File: config.mk
export PLATFORM = sky130hd
export DESIGN_NAME = word_demux4_reg
export DESIGN_NICKNAME = d
export VERILOG_FILES = /design/src/rtl/word_demux4_reg.sv
export SDC_FILE = /design/constraint.sdc
export NUM_CORES = 1
export LEC_CHECK = 0
export ABC_AREA = 1
export BUFFER_PORTS_ARGS = -buffer_cell sky130_fd_sc_hd__buf_2
export CAP_MARGIN = 25
export CORE_UTILIZATION = 51
export DETAILED_ROUTE_END_ITERATION = 12
export PLACE_DENSITY = 0.77
export SKIP_LAST_GASP = 1
export SYNTH_ARGS = -nofsm -noshare
export SYNTH_HDL_FRONTEND = slang
export SYNTH_SLANG_ARGS = --single-unit
File: constraint.sdc
create_clock -name i_clk -period 1.9 [get_ports i_clk]
set_clock_uncertainty 0.15 [all_clocks]
set_input_delay 0.095 -clock i_clk [delete_from_list [all_inputs] [get_ports i_clk]]
set_output_delay 0.095 -clock i_clk [all_outputs]
set_load 0.05 [all_outputs]
File: src/rtl/word_demux4_reg.sv
// One-deep registered demux: routes each upstream word to one of four channel slots (optional broadcast to all four with WORD_DEMUX_BCAST_EN).
// Latency: 1 cycle from upstream accept to o_valid[ch]; a slot that drains in the same cycle is refilled without a bubble.
// Backpressure: o_ready drops only when the target slot (all slots when broadcasting) is FULL and its consumer is not ready.
module word_demux4_reg (
    input  logic        i_clk,
    input  logic        i_rst_n,
`ifdef WORD_DEMUX_BCAST_EN
    input  logic        i_bcast,
`endif
    input  logic        i_valid,
    output logic        o_ready,
    input  logic [0:1]  i_sel,
    input  logic [0:15] i_val,
    output logic [0:15] o_val0,
    output logic [0:15] o_val1,
    output logic [0:15] o_val2,
    output logic [0:15] o_val3,
    output logic [0:3]  o_valid,
    input  logic [0:3]  i_ready
);

    logic [0:3]  full_q;
    logic [0:3]  full_d;
    logic [0:15] val_q [0:3];
    logic [0:15] val_d [0:3];

    logic [1:0]  ch;
    logic [0:3]  avail;
    logic [0:3]  wr;
    logic        accept;
    logic        bcast;

`ifdef WORD_DEMUX_BCAST_EN
    assign bcast = i_bcast;
`else
    assign bcast = 1'b0;
`endif

    always_comb begin
        ch      = {i_sel[0], i_sel[1]};
        // A slot can take a word if it is empty or is draining this cycle.
        avail   = ~full_q | i_ready;
        o_ready = bcast ? (&avail) : avail[ch];
        accept  = i_valid & o_ready;
        wr      = '0;
        full_d  = full_q;
        for (int n = 0; n < 4; n++) begin
            wr[n]     = accept & (bcast | (ch == 2'(n)));
            full_d[n] = wr[n] | (full_q[n] & ~i_ready[n]);
            val_d[n]  = wr[n] ? i_val : val_q[n];
        end
    end

    always_ff @(posedge i_clk) begin
        if (!i_rst_n) begin
            full_q <= '0;
            for (int n = 0; n < 4; n++) begin
                val_q[n] <= '0;
            end
        end else begin
            full_q <= full_d;
            for (int n = 0; n < 4; n++) begin
                val_q[n] <= val_d[n];
            end
        end
    end

    assign o_valid = full_q;
    assign o_val0  = val_q[0];
    assign o_val1  = val_q[1];
    assign o_val2  = val_q[2];
    assign o_val3  = val_q[3];

endmodule

==> run_results.csv <==
group,metric,value,unit
worst_hold_path,hold_class,"input pin to flip-flop",
pwr,comb_power_share,0.217,
setup_path,slowest_stage,"dlygate4sd3_1",
pwr,ir_drop,0.000584,V
setup_path,cp_max_fo,14,
timing,slew_violations,0,
outcome,status,"complete, no violations",
setup_path,regToRegStartpoint,"o_valid[2]$_SDFF_PN0_",
synthesis,synthXorXnorAreaFrac,0,
pwr,seq_power_share,0.455,
routing,firstDrtPassIters,4,
pwr,sw_frac_of_total,0.325,
timing,tns,0,ns
routing,wire_per_inst,11.5,um
placed_design,hpwlAfterDp,5080,um
synthesis,synth_nets,524,
global_route,antenna_found_initial,0,
run,cap_viol_max_count,0,
synthesis,yosysSeqAreaShare,0.432,
clock_tree,clk_latency,0.35,ns
routing,top_layer_used,"met4",
synthesis,synth_compound_area_frac,0.00635,
cells_and_area,antenna_cells,0,
setup_path,end_kind,"output port",
clock_tree,cts_tree,"yes",
cells_and_area,nNetsFinal,634,
global_route,grt_pass1_wl,12800,um
worst_hold_path,hp-start,"i_valid",
clock_tree,cts-root-buf,"clkbuf_8",
setup_path,rr_endpoint,"val_q[2][1]$_SDFFE_PN0P_",
placed_design,io_buffers,93,
clock_tree,cts_buffer_depth,2,
synthesis,synth_mux_area_frac,0,
routing,wl_met2,3650,um
timing,max_freq,566,MHz
die,fp.dieArea,6500,um^2
clock_tree,clock_sinks,68,
setup_path,rrSetupSlack,0.31,ns
synthesis,syn_area_per_cell,6.32,um^2
synthesis,synthCells,499,
pwr,power.internal,2.28,mW
routing,wl_met3,502,um
die,ios,94,
pwr,leakage,2.39,nW
die,core_area,5960,um^2
die,row_count,28,
setup_path,crit_chain,"dlygate4sd3_1 -> buf_2 -> nor2_1 -> nand2_1 -> nand2_2 -> nor2_8 -> clkbuf_4",
worst_hold_path,worstHoldPathCells,4,
timing,tightestPinTransition,0.367,ns
global_route,grt_pass1_vias,2873,
setup_path,crit_arrival,1.52,ns
routing,via_per_inst,4.63,
timing,finalCritPeriodShare,0.929,
routing,wl_met1,3580,um
timing,fin_crit,1.77,ns
routing,drtIter0Drc,293,
placed_design,placed_area,3670,um^2
setup_path,critical_path_class,"input pin to output port",
setup_path,max_stage_delay,0.53,ns
global_route,grt_max_degree,38,
pwr,p_switching,1.10,mW
synthesis,synth_cell_type_count,16,
synthesis,synth_top_family_by_area,"simple AND/OR/NAND/NOR gates",
cells_and_area,drive_above_1_share,0.199,
timing,slew_headroom,0.755,
cells_and_area,layout_common_cells,"nand2_1 (135), inv_1 (124), nor2_1 (102)",
die,initial_core_util,0.529,
placed_design,gp_congestion,0.822,
setup_path,ff2ff_path_depth,9,
routing,dr_total_vias,3193,
global_route,grtUsageTotal,0.260,
cells_and_area,fin_area,4080,um^2
timing,setup_viol,0,
cells_and_area,layout_commonest_cell,"nand2_1",
synthesis,synth-seq-cells,68,
pwr,p_clk_frac,0.328,
clock_tree,htree_levels,3,
routing,postRouteAntennaNets,0,
synthesis,synthAdderAreaFrac,0,
die,die_x,80.6,um
die,die_h,80.6,um
worst_hold_path,hold_path_end,"val_q[2][5]$_SDFFE_PN0P_",
clock_tree,cts_buffers,9,
synthesis,synth_area,3150,um^2
clock_tree,clkTransAtPathRegs,0.07,ns
timing,hold_viol,0,
global_route,gr-total-overflow,0,
routing,route.detailed.drc,0,
synthesis,synthSimpleGateAreaFrac,0.377,
setup_path,startpoint_type,"input pin",
pwr,p_per_area,830,nW/um^2
cells_and_area,synthToLayoutAreaGrowth,29.3,%
routing,routed_wirelength,7900,um
synthesis,ys_warn_count,0,
timing,rsz0062_at_grt,"no",
setup_path,worst_ep_required_time,1.65,ns
## final cells by class
cell class	instances	area, um^2
fillers	547	1880
flip-flops and latches	68	1360
multi-input cells	283	1220
repair buffers	122	751
inverters	125	469
clock buffers	15	176
well taps	75	93.8
clock inverters	1	5.00
## cells in the mapped netlist
master,instances,share of area
buf_2,7,0.011
nor2_4,1,0.0036
nand2_1,135,0.16
inv_2,1,0.0012
clkbuf_1,13,0.015
a21oi_1,4,0.0063
nor2_8,1,0.0063
nand2_2,2,0.0040
buf_6,2,0.0071
nand3_4,2,0.011
buf_1,2,0.0024
nand3b_1,1,0.0024
dfxtp_1,68,0.43
nor2_1,102,0.12
inv_1,124,0.15
nand4_1,34,0.067
## registers in the layout, indices dropped and copies added, names as in the netlist
name / count
val_q: 64
o_valid: 4
## logic make-up (layout without fill, tap and decap cells)
group | count (synthesis) | count (layout)
AND/OR/NAND/NOR | 278 | 279
AO/OA/AOI/OAI | 4 | 4
flip-flops | 68 | 68
buffers and inverters | 149 | 263
## metrics by stage
stage / hold slack, ns / util / setup slack (ns) / power (mW) / std cells
2_1_floorplan: 0.0799 / - / 0.128 / 2.09 / 499
3_3_place_gp: 0.209 / 0.616 / 0.323 / 2.25 / 651
3_5_place_dp: 0.220 / 0.616 / 0.237 / 2.26 / 651
4_1_cts: 0.108 / 0.682 / 0.0421 / 3.39 / 688
5_1_grt: 0.150 / 0.684 / 0.0491 / 3.53 / 689
6_report: 0.106 / 0.684 / 0.135 / 3.38 / 689
## critical path, delay by kind of cell
kind	cells	cell delay, ns
buffers and inverters	3	0.94
AND/OR/NAND/NOR	4	0.47
## power by group through the flow
stage / logic (mW) / registers (mW) / clock network [mW]
final: 0.733 / 1.54 / 1.11
after global routing: 0.800 / 1.55 / 1.18
after CTS: 0.727 / 1.54 / 1.12
after floorplan: 0.253 / 1.84 / 0
after detailed placement: 0.691 / 1.57 / 0
after global placement: 0.680 / 1.57 / 0
## worst max-delay path by stage
| stage | start | end | slack (ns) |
|---|---|---|---|
| 2_1_floorplan | o_valid[0]$_SDFF_PN0_ | o_valid[0]$_SDFF_PN0_ | 0.13 |
| 3_3_place_gp | o_valid[0]$_SDFF_PN0_ | val_q[3][2]$_SDFFE_PN0P_ | 0.32 |
| 3_5_place_dp | o_valid[1]$_SDFF_PN0_ | val_q[3][13]$_SDFFE_PN0P_ | 0.24 |
| 4_1_cts | o_valid[1]$_SDFF_PN0_ | o_ready | 0.04 |
| 5_1_grt | i_ready[3] | o_ready | 0.05 |
| 6_report | i_ready[1] | o_ready | 0.13 |
## what timing repair did
item	in CTS	in global routing
buffers inserted	0	0
hold endpoints to repair	42	0
resized for setup	0	1
endpoints found under the setup margin	0	1
hold buffers	21	0
## per-layer routing
layer	vias to the layer above	track usage
met5	-	0
met2	90	0.411
met3	17	0.0693
met4	0	0.136
met1	1429	0.322
li1	1657	-
(Power assumes the default switching activity.)
